===== src/rtl/uart_cmd_ctrl_if.sv =====
// Byte-wide write port from the command sequencer into the GPU register/VRAM space.
// A write transfers on a cycle where wr_valid && wr_ready; the master holds
// wr_addr/wr_data stable while wr_valid is high.
interface uart_cmd_ctrl_if;
    logic        wr_valid;
    logic [15:0] wr_addr;
    logic [7:0]  wr_data;
    logic        wr_ready;

    modport master (output wr_valid, output wr_addr, output wr_data, input wr_ready);
    modport slave  (input wr_valid, input wr_addr, input wr_data, output wr_ready);
endinterface


===== src/rtl/uart_cmd_ctrl.sv =====
// Host-command sequencer behind the UART receiver.
// Parses A5 | CMD | ADDR_HI | ADDR_LO | LEN | DATA[LEN] | CHK frames, buffers and
// XOR-verifies the payload, then issues auto-incrementing byte writes on the write port.
module uart_cmd_ctrl #(
    parameter int unsigned MAX_LEN       = 16,
    parameter int unsigned TIMEOUT_TICKS = 2048
) (
    input  logic                   CLK,
    input  logic                   rst_n,
    input  logic                   os_tick,
    input  logic [7:0]             rx_data,
    input  logic                   rx_valid,
    input  logic                   rx_ferr,
    uart_cmd_ctrl_if.master        wr,
    output logic                   busy,
    output logic                   frame_done,
    output logic                   err_valid,
    output logic [2:0]             err_code
);

    localparam int unsigned IDX_W = (MAX_LEN > 1) ? $clog2(MAX_LEN) : 1;
    localparam int unsigned TW    = $clog2(TIMEOUT_TICKS + 1);

    typedef enum logic [2:0] {
        S_SYNC, S_CMD, S_AH, S_AL, S_LEN, S_DATA, S_CHK, S_ISSUE
    } state_t;

    typedef enum logic [2:0] {
        E_NONE     = 3'd0,
        E_BAD_CMD  = 3'd1,
        E_BAD_LEN  = 3'd2,
        E_CHK_FAIL = 3'd3,
        E_TIMEOUT  = 3'd4,
        E_FRAMING  = 3'd5,
        E_OVERRUN  = 3'd6
    } err_t;

    state_t           state;
    logic [15:0]      base_addr;
    logic [IDX_W-1:0] last_idx;
    logic [IDX_W-1:0] idx;
    logic [7:0]       xor_acc;
    logic [TW-1:0]    tcnt;
    logic [7:0]       pbuf [MAX_LEN];
    logic             buf_we;

    // A byte arriving together with a framing error is dropped, so it never lands in the buffer.
    assign buf_we = (state == S_DATA) && rx_valid && !rx_ferr;
    assign busy   = (state != S_SYNC);

    // Payload storage; no reset needed, every entry is written before it is read.
    always_ff @(posedge CLK) begin
        if (buf_we) begin
            pbuf[idx] <= rx_data;
        end
    end

    // Frame parser, timeout supervisor and write issuer.
    always_ff @(posedge CLK or negedge rst_n) begin
        if (!rst_n) begin
            state       <= S_SYNC;
            base_addr   <= '0;
            last_idx    <= '0;
            idx         <= '0;
            xor_acc     <= '0;
            tcnt        <= '0;
            wr.wr_valid <= 1'b0;
            wr.wr_addr  <= '0;
            wr.wr_data  <= '0;
            frame_done  <= 1'b0;
            err_valid   <= 1'b0;
            err_code    <= '0;
        end else begin
            frame_done <= 1'b0;
            err_valid  <= 1'b0;
            case (state)
                S_SYNC: begin
                    xor_acc <= '0;
                    tcnt    <= '0;
                    if (rx_ferr) begin
                        err_valid <= 1'b1;
                        err_code  <= E_FRAMING;
                    end else if (rx_valid && rx_data == 8'hA5) begin
                        state <= S_CMD;
                    end
                end
                S_ISSUE: begin
                    // Receiver activity here cannot be parsed; flag it but keep issuing.
                    if (rx_valid || rx_ferr) begin
                        err_valid <= 1'b1;
                        err_code  <= E_OVERRUN;
                    end
                    if (wr.wr_valid && wr.wr_ready) begin
                        if (idx == last_idx) begin
                            wr.wr_valid <= 1'b0;
                            frame_done  <= 1'b1;
                            state       <= S_SYNC;
                        end else begin
                            idx        <= idx + 1'b1;
                            wr.wr_addr <= wr.wr_addr + 16'd1;
                            wr.wr_data <= pbuf[idx + 1'b1];
                        end
                    end
                end
                default: begin
                    // In-frame states: framing error beats a byte, a byte beats the timeout tick.
                    if (rx_ferr) begin
                        err_valid <= 1'b1;
                        err_code  <= E_FRAMING;
                        state     <= S_SYNC;
                    end else if (rx_valid) begin
                        tcnt <= '0;
                        case (state)
                            S_CMD: begin
                                if (rx_data == 8'h01) begin
                                    xor_acc <= xor_acc ^ rx_data;
                                    state   <= S_AH;
                                end else begin
                                    err_valid <= 1'b1;
                                    err_code  <= E_BAD_CMD;
                                    state     <= S_SYNC;
                                end
                            end
                            S_AH: begin
                                base_addr[15:8] <= rx_data;
                                xor_acc         <= xor_acc ^ rx_data;
                                state           <= S_AL;
                            end
                            S_AL: begin
                                base_addr[7:0] <= rx_data;
                                xor_acc        <= xor_acc ^ rx_data;
                                state          <= S_LEN;
                            end
                            S_LEN: begin
                                if (rx_data == 8'd0 || 32'(rx_data) > MAX_LEN) begin
                                    err_valid <= 1'b1;
                                    err_code  <= E_BAD_LEN;
                                    state     <= S_SYNC;
                                end else begin
                                    last_idx <= IDX_W'(rx_data - 8'd1);
                                    idx      <= '0;
                                    xor_acc  <= xor_acc ^ rx_data;
                                    state    <= S_DATA;
                                end
                            end
                            S_DATA: begin
                                xor_acc <= xor_acc ^ rx_data;
                                if (idx == last_idx) begin
                                    idx   <= '0;
                                    state <= S_CHK;
                                end else begin
                                    idx <= idx + 1'b1;
                                end
                            end
                            S_CHK: begin
                                if (rx_data == xor_acc) begin
                                    wr.wr_valid <= 1'b1;
                                    wr.wr_addr  <= base_addr;
                                    wr.wr_data  <= pbuf[0];
                                    idx         <= '0;
                                    state       <= S_ISSUE;
                                end else begin
                                    err_valid <= 1'b1;
                                    err_code  <= E_CHK_FAIL;
                                    state     <= S_SYNC;
                                end
                            end
                            default: state <= S_SYNC;
                        endcase
                    end else if (os_tick) begin
                        if (tcnt == TW'(TIMEOUT_TICKS - 1)) begin
                            err_valid <= 1'b1;
                            err_code  <= E_TIMEOUT;
                            state     <= S_SYNC;
                        end else begin
                            tcnt <= tcnt + 1'b1;
                        end
                    end
                end
            endcase
        end
    end

endmodule

===== src/flat_wrapper.sv =====
// flat-port wrapper written by rule: the top's interface ports become plain ports
module uart_cmd_ctrl_flat 
#(
    parameter int unsigned MAX_LEN       = 16,
    parameter int unsigned TIMEOUT_TICKS = 2048
)
  (CLK, rst_n, os_tick, rx_data, rx_valid, rx_ferr, busy, frame_done, err_valid, err_code, wr_wr_valid, wr_wr_addr, wr_wr_data, wr_wr_ready);
  uart_cmd_ctrl_if wr_i ();
  input  logic CLK;
  input  logic rst_n;
  input  logic os_tick;
  input  logic [7:0] rx_data;
  input  logic rx_valid;
  input  logic rx_ferr;
  output logic busy;
  output logic frame_done;
  output logic err_valid;
  output logic [2:0] err_code;
  output wire logic [$bits(wr_i.wr_valid)-1:0] wr_wr_valid;
  output wire logic [$bits(wr_i.wr_addr)-1:0] wr_wr_addr;
  output wire logic [$bits(wr_i.wr_data)-1:0] wr_wr_data;
  input wire logic [$bits(wr_i.wr_ready)-1:0] wr_wr_ready;
  assign wr_wr_valid = wr_i.wr_valid;
  assign wr_wr_addr = wr_i.wr_addr;
  assign wr_wr_data = wr_i.wr_data;
  assign wr_i.wr_ready = wr_wr_ready;
  uart_cmd_ctrl #(.MAX_LEN(MAX_LEN), .TIMEOUT_TICKS(TIMEOUT_TICKS)) u_core (.CLK(CLK), .rst_n(rst_n), .os_tick(os_tick), .rx_data(rx_data), .rx_valid(rx_valid), .rx_ferr(rx_ferr), .wr(wr_i), .busy(busy), .frame_done(frame_done), .err_valid(err_valid), .err_code(err_code));
endmodule

===== config.mk =====
export PLATFORM = sky130hd
export DESIGN_NAME = uart_cmd_ctrl_flat
export DESIGN_NICKNAME = d
export VERILOG_FILES = /design/src/rtl/uart_cmd_ctrl_if.sv /design/src/rtl/uart_cmd_ctrl.sv /design/src/flat_wrapper.sv
export SDC_FILE = /design/constraint.sdc
export NUM_CORES = 1
export LEC_CHECK = 0
export BUFFER_PORTS_ARGS = -buffer_cell sky130_fd_sc_hd__clkbuf_2
export CORE_UTILIZATION = 56
export CTS_CLUSTER_SIZE = 12
export DETAILED_ROUTE_END_ITERATION = 16
export PLACE_DENSITY = 0.77
export SLEW_MARGIN = 20
export SYNTH_ARGS = -nofsm -noshare
export SYNTH_HDL_FRONTEND = slang
export SYNTH_SLANG_ARGS = --single-unit

===== constraint.sdc =====
create_clock -name CLK -period 2.4 [get_ports CLK]
set_clock_uncertainty 0.05 [all_clocks]
set_input_delay 0.12 -clock CLK [delete_from_list [all_inputs] [get_ports CLK]]
set_output_delay 0.12 -clock CLK [all_outputs]
set_load 0.05 [all_outputs]

==> metrics.md, run 1 <==
| Metric | Value |
|---|---|
| WL final | `22,500 um` |
| P_sw | `1.91 mW` |
| Logic pwr share | `approximately 9%` |
| Worst-skew pair later-pin latency | `0.52 ns` |
| First-pass GRT wire length | `36,400 um` |
| Critical path arrival | `2.65 ns` |
| TritonCTS Sinks | `about 210` |
| Worst reg2reg path startpoint | `u_core.idx[1]` |
| Fin cells | `1,034` |
| Die Y | `133 um` |
| Grt total ovfl | `0` |
| HPWL Detailed | `roughly 15,000 um` |
| DR WL/cell | `21.7 um` |
| Minimum clock period after layout | `2.31 ns` |
| Largest net degree at the start of global routing | `43` |
| DRC errors left | `0` |
| Cell area after layout | `~11,000 sq um` |
| Port Buffers | `44` |
| CTS Buf Count | `23` |
| 1st-iter DRT viols | `roughly 700` |
| Initial Utilization | `between 50% and 60%` |
| Final TNS setup | `0 ns` |
| Tcrit/Tclk final | `96.1%` |
| CTS H-tree depth | `1` |
| Fmax | `433 MHz` |
| Reg2Reg Depth | `8` |
| Dominant synthesized flop cell | `edfxtp_1` |
| Power Density | `700 nW/um^2` |
| Clock share of power | `41.3%` |
| Chip Width | `133 um` |
| Synth-to-Final Area Change | `15.3%` |
| Switch share | `between 20% and 30%` |
| Final hold viol count | `0` |
| Reg2reg setup slack | `0.09 ns` |
| Initial antenna violation count | `0` |
| I/O pin count | `45` |
| Kind of critical path | `reg2reg` |
| Hold WS | `around 0.044 ns` |
| Crit end category | `flop` |
| Critical Path RT | `2.74 ns` |
| Postcts setup bufs | `0` |
| Max FO, Critical Path | `19` |
| Reg2reg end | `u_core.wr.wr_data[6]` |
| CTS tree | `yes` |
| Yosys cell types | `68` |
| Post-synth EDFFs | `128` |
| Cell Area, Synth | `between 9000 and 10,000 sq um` |
| CP Launch Type | `flop` |
| Clock slew at reported path FFs | `0.06 ns` |
| Worst Hold Class | `in2reg` |
| Worst-margin pin slew | `0.638 ns` |
| Setup crit start | `u_core.idx[1]` |
| Layout fillers | `1,206` |
| Min-delay src | `rx_data[7]` |
| Rel. slew slack | `57.2%` |
| GRT Overall Usage | `26.5%` |
| ANT nets after route | `0` |
| Share of cells above drive strength 1 | `24.6%` |
| Synth async-reset ratio | `37.6%` |
| Final GP Congestion | `a little under 0.9` |
| Root Driver | `clkbuf_16` |
| Core area | `around 17,000 sq um` |
| Pre-CTS WS | `0.0925 ns` |
| Yosys reg bits | `about 210` |
| Sequential element share of the synthesized area | `60.0%` |
| Synth warnings | `0` |
| Internal power | `~6 mW` |
| P_leak | `approximately 4.3 nW` |
| Final WS setup | `0.0924 ns` |
| Setup Viol. Count Final | `0` |
| Status | `finished clean` |
| VDD IR max | `0.652 mV` |
| Commonest non-fill, non-tap cell in the layout | `edfxtp_1` |
| Clock Tree Buf Depth | `3` |
| Avg Vias per Cell | `6.42` |
| Syn nets | `736` |
| DIE AREA | `17,700 sq um` |
| Max Transition Viols Final | `0` |
| First-pass detailed-route iteration total | `6` |
| Core Rows | `47` |
| RSZ-0062 raised after global routing | `false` |
| Crit path to | `u_core.wr.wr_data[6]` |
| Synth Instances | `714` |
| Average size of a mapped cell | `13.5 sq um` |
| Diode count | `0` |
| Final nets | `824` |
| Area after DPL | `between 10,000 and 15,000 sq um` |
| Cells after DPL | `989` |
| Vias | `6,642` |
| Most frequent cells in the layout | `128 x edfxtp_1, 76 x dfrtp_1, 56 x nand2_1` |
| Number of global-route vias before repair | `roughly 6,700` |
| Number of max-cap violations | `0` |
| Power share of the sequential group | `49.6%` |
-- cell usage after synthesis, types with 8 or more instances --
cell type,n,area share [%]
a21oi_1,20,1.0
a22oi_1,10,0.78
and3_1,9,0.59
buf_2,8,0.42
clkbuf_1,17,0.66
dfrtp_1,77,20
edfxtp_1,128,40
ha_1,8,1.0
inv_1,20,0.78
mux2_2,15,1.8
mux2i_1,27,2.8
mux4_2,32,7.5
nand2_1,56,2.2
nand3_1,41,2.1
nand4_1,10,0.65
nor2_1,38,1.5
nor3_1,15,0.78
o211ai_1,12,0.94
o21ai_0,30,1.6
o22ai_1,11,0.72
or3_1,11,0.72
xnor2_1,10,0.91
-- power groups by stage --
stage / Clock, mW / Combinational, mW / Sequential [mW]
after floorplan: 0 / 0.368 / 3.96
after global placement: 0 / 0.644 / 3.91
after detailed placement: 0 / 0.666 / 3.92
after CTS: 3.26 / 0.683 / 3.85
after global routing: 3.39 / 0.754 / 3.86
final: 3.21 / 0.701 / 3.85
-- layout make-up --
class | instances | area [sq um] | share of cell area (%)
clock inverter | 6 | 46.3 | 0.417
inverter | 21 | 78.8 | 0.711
multi-input combinational | 450 | 3590 | 32.3
timing repair buffer | 101 | 696 | 6.27
sequential | 205 | 5770 | 52.0
clock buffer | 31 | 636 | 5.73
tap | 220 | 275 | 2.48
-- metrics by stage --
step                power [mW]  utilization [%]
detailed placement        4.59             61.7
CTS                       7.79             66.3
floorplan                 4.33                -
global placement          4.56             61.7
global route              8.00             66.4
finish                    7.76             66.4
-- how the worst min path moves through the flow --
| stage | to | cells past startpoint |
|---|---|---|
| finish | u_core.pbuf[10][7] | 1 |
| global route | u_core.pbuf[10][7] | 1 |
| CTS | u_core.pbuf[8][7] | 1 |
| detailed placement | u_core.tcnt[6] | 1 |
| global placement | u_core.tcnt[6] | 1 |
| floorplan | u_core.base_addr[0] | 0 |
-- cell families after synthesis --
logic type                 share of synthesized area (%)
DFF                                                 60.0
xor gates and xnor gates                            2.39
adders and majority gates                           1.04
AOI/OAI and AO/OA                                   9.97
buffers and inverters                               3.07
muxes                                               12.1
and+or+nand+nor                                     11.5
-- registers in the layout, indices dropped and copies added (netlist names) --
register / cells
u_core.wr.wr_valid: 1
u_core.err_valid: 1
u_core.last_idx: 4
u_core.idx: 4
u_core.err_code: 3
u_core.state: 3
u_core.xor_acc: 8
u_core.frame_done: 1
u_core.tcnt: 12
u_core.wr.wr_addr: 16
u_core.wr.wr_data: 8
u_core.base_addr: 16
u_core.pbuf: 128
-- timing repair --
| action | CTS | global route |
|---|---|---|
| setup endpoints to repair | 0 | 15 |
| hold buffers | 8 | 0 |
| gates resized for setup | 0 | 4 |
| endpoints found under the hold margin | 87 | 0 |
-- metal layers --
metal  part of all wire (%)  track usage [%]  up-vias
li1                       -                -     2945
met1                     41             36.2     3344
met2                     50             44.4      304
met3                    6.2             3.91       49
met4                    2.6             7.98        0
met5                      0                0        -
-- worst max-delay path, cell delays in order (launching register included) --
cell and delay [ns]:
dfrtp_1 0.47, inv_1 0.11, ha_1 0.31, buf_4 0.29
mux4_2 0.35, mux2i_1 0.29, mux2i_1 0.13, nand2_1 0.10
nand3_1 0.08
Power figures use the tool's default switching activity.
==> run 2, diff against run 1 <==
CORE_UTILIZATION = 60   (was 56)
PLACE_DENSITY = 0.78   (was 0.77)
clock period = 2.6 ns   (was 2.4 ns; I/O delays follow)
==> run 2 against run 1 <==
Against the previous run:
- largest power group unchanged
- via count grew 0.11%
- critical path type is now in2reg
- sequential share of layout area grew 0.64 points
- non-clock buffer count decreased by 4
- combinational power shrank 10%
- first-iteration DRC count down 28%
- cell count decreased by 0.97%
- wire length up 2.3%
- clock-buffer cell count increased by 1
- worst hold slack improved by 0.012 ns
- sequential power is 7.8% lower
- critical path depth increased by 1
- final area decreased by 1.2%
==> metrics.md, run 2 (same netlist as run 1, synthesis figures left out) <==
| Metric | Value |
|---|---|
| Status | `finished clean (unchanged)` |
| Largest net degree at the start of global routing | `78 (was 43)` |
| Max Transition Viols Final | `0 (unchanged)` |
| Setup Viol. Count Final | `0 (unchanged)` |
| Crit end category | `flop (unchanged)` |
| VDD IR max | `0.495 mV (was 0.652 mV)` |
| Diode count | `0 (unchanged)` |
| Die Y | `129 um (was 133 um)` |
| Clock slew at reported path FFs | `0.06 ns (about the same)` |
| Area after DPL | `10,300 sq um (about the same)` |
| Synth-to-Final Area Change | `13.9% (was 15.3%)` |
| Worst-margin pin slew | `1.01 ns (was 0.638 ns)` |
| Crit path to | `u_core.idx[0] (was u_core.wr.wr_data[6])` |
| First-pass detailed-route iteration total | `5 (was 6)` |
| Share of cells above drive strength 1 | `23.6% (was 24.6%)` |
| Final nets | `819 (was 824)` |
| Max FO, Critical Path | `10 (was 19)` |
| Final TNS setup | `0 ns (unchanged)` |
| Reg2reg end | `u_core.wr.wr_data[7] (was u_core.wr.wr_data[6])` |
| Initial Utilization | `62.4% (was 57.6%)` |
| Clock Tree Buf Depth | `3 (unchanged)` |
| First-pass GRT wire length | `35,800 um (was 36,400 um)` |
| 1st-iter DRT viols | `502 (was 699)` |
| Chip Width | `129 um (was 133 um)` |
| Tcrit/Tclk final | `around 97%` |
| Cell area after layout | `11,000 sq um (was 11,100 sq um)` |
| WL final | `23,000 um (was 22,500 um)` |
| CTS tree | `yes (unchanged)` |
| DR WL/cell | `22.4 um (was 21.7 um)` |
| Core Rows | `45 (was 47)` |
| Core area | `15,400 sq um (was 16,700 sq um)` |
| Critical path arrival | `2.86 ns (was 2.65 ns)` |
| Worst Hold Class | `in2reg (unchanged)` |
| Most frequent cells in the layout | `128 x edfxtp_1, 76 x dfrtp_1, 56 x nand2_1 (unchanged)` |
| Kind of critical path | `in2reg (was reg2reg)` |
| Hold Path Depth | `1 (unchanged)` |
| DRC errors left | `0 (unchanged)` |
| CTS H-tree depth | `1 (unchanged)` |
| Reg2reg setup slack | `0.24 ns (was 0.09 ns)` |
| GRT Overall Usage | `28.9% (was 26.5%)` |
| P_leak | `4.25 nW (was 4.32 nW)` |
| Number of max-cap violations | `0 (unchanged)` |
| Setup crit start | `rx_data[0] (was u_core.idx[1])` |
| I/O pin count | `45 (unchanged)` |
| TritonCTS Sinks | `205 (unchanged)` |
| Pwr Total | `6.98 mW (was 7.76 mW)` |
| RSZ-0062 raised after global routing | `true (was false)` |
| Register name with the most flops | `u_core.pbuf (unchanged)` |
| Min-delay src | `rx_data[6] (was rx_data[7])` |
| Final GP Congestion | `0.941 (was 0.887)` |
| HPWL Detailed | `15,100 um (was 15,300 um)` |
| Vias | `6,649 (was 6,642)` |
| CP Launch Type | `input pin (was flop)` |
| ANT nets after route | `0 (unchanged)` |
| Power Density | `637 nW/um^2 (was 700 nW/um^2)` |
| Rel. slew slack | `32.7% (was 57.2%)` |
| Grt total ovfl | `0 (unchanged)` |
| Worst-skew pair later-pin latency | `0.51 ns (was 0.52 ns)` |
| Port Buffers | `44 (unchanged)` |
| Hold WS | `0.0559 ns (was 0.0437 ns)` |
| Fmax | `approximately 400 MHz` |
| Root Driver | `clkbuf_16 (unchanged)` |
| Worst reg2reg path startpoint | `u_core.idx[1] (unchanged)` |
| CTS Buf Count | `22 (was 23)` |
| Avg Vias per Cell | `6.49 (was 6.42)` |
| DIE AREA | `16,500 sq um (was 17,700 sq um)` |
| Largest regs | `u_core.pbuf x128, u_core.base_addr x16, u_core.wr.wr_addr x16 (unchanged)` |
| Initial antenna violation count | `0 (unchanged)` |
| Layout fillers | `1,062 (was 1,206)` |
| Number of flip-flops in the largest register | `128 (unchanged)` |
| Commonest non-fill, non-tap cell in the layout | `edfxtp_1 (unchanged)` |
| Multi-input logic area | `3570 sq um (was 3590 sq um)` |
| Postcts setup bufs | `0 (unchanged)` |
| Reg2Reg Depth | `7 (was 8)` |
| Storage cell area | `5770 sq um (unchanged)` |
| Critical Path RT | `2.95 ns (was 2.74 ns)` |
| Minimum clock period after layout | `2.51 ns` |
| Final hold viol count | `0 (unchanged)` |
| Number of global-route vias before repair | `6,604 (was 6,707)` |
run 2: worst min-delay path by stage:
| stage | end | slack, ns |
|---|---|---|
| final | u_core.pbuf[9][6] | 0.06 |
| after detailed placement | u_core.tcnt[8] | 0.30 |
| after global placement | u_core.tcnt[10] | 0.29 |
| after CTS | u_core.pbuf[9][6] | 0.04 |
| after global routing | u_core.pbuf[9][6] | 0.05 |
| after floorplan | u_core.base_addr[0] | -0.22 |
run 2: critical path, cell delays in order:
cell and delay (ns):
dlygate4sd3_1 0.54, clkbuf_2 0.30, inv_1 0.14, ha_1 0.25
nor3b_2 0.18, xnor2_1 0.33, a21oi_1 0.24, nor3_2 0.36
mux2_2 0.38
run 2: where the power goes:
group / switching [mW] / internal, mW
clock network: 1.22 / 1.58
logic: 0.449 / 0.181
registers: 0.0489 / 3.51
run 2: stage by stage:
step | util (%) | cells | setup slack, ns
final | 71.0 | 1024 | 0.0909
after global routing | 71.0 | 1024 | -0.0541
after CTS | 71.0 | 1024 | 0.129
after detailed placement | 66.5 | 978 | 0.157
after global placement | 66.5 | 978 | 0.278
after floorplan | - | 714 | 0.0395
run 2: cell type report:
| class | instances | share of cell area (%) |
|---|---|---|
| Sequential cell | 205 | 52.7 |
| Multi-Input combinational cell | 450 | 32.6 |
| Timing Repair Buffer | 97 | 5.80 |
| Clock buffer | 32 | 5.37 |
| Tap cell | 211 | 2.41 |
| Inverter | 21 | 0.719 |
| Clock inverter | 8 | 0.457 |
run 2: layer usage:
layer	vias up	track usage, %	wire, um
met4	0	11.1	709
met3	55	4.78	1690
met2	323	48.3	11500
met5	-	0	0
li1	2932	-	-
met1	3339	38.3	9120
run 2: timing repair:
action                                  CTS  global route
hold buffers                              6             0
endpoints found under the setup margin    0             6
hold endpoints to repair                 82             0
resized for setup                         0             1
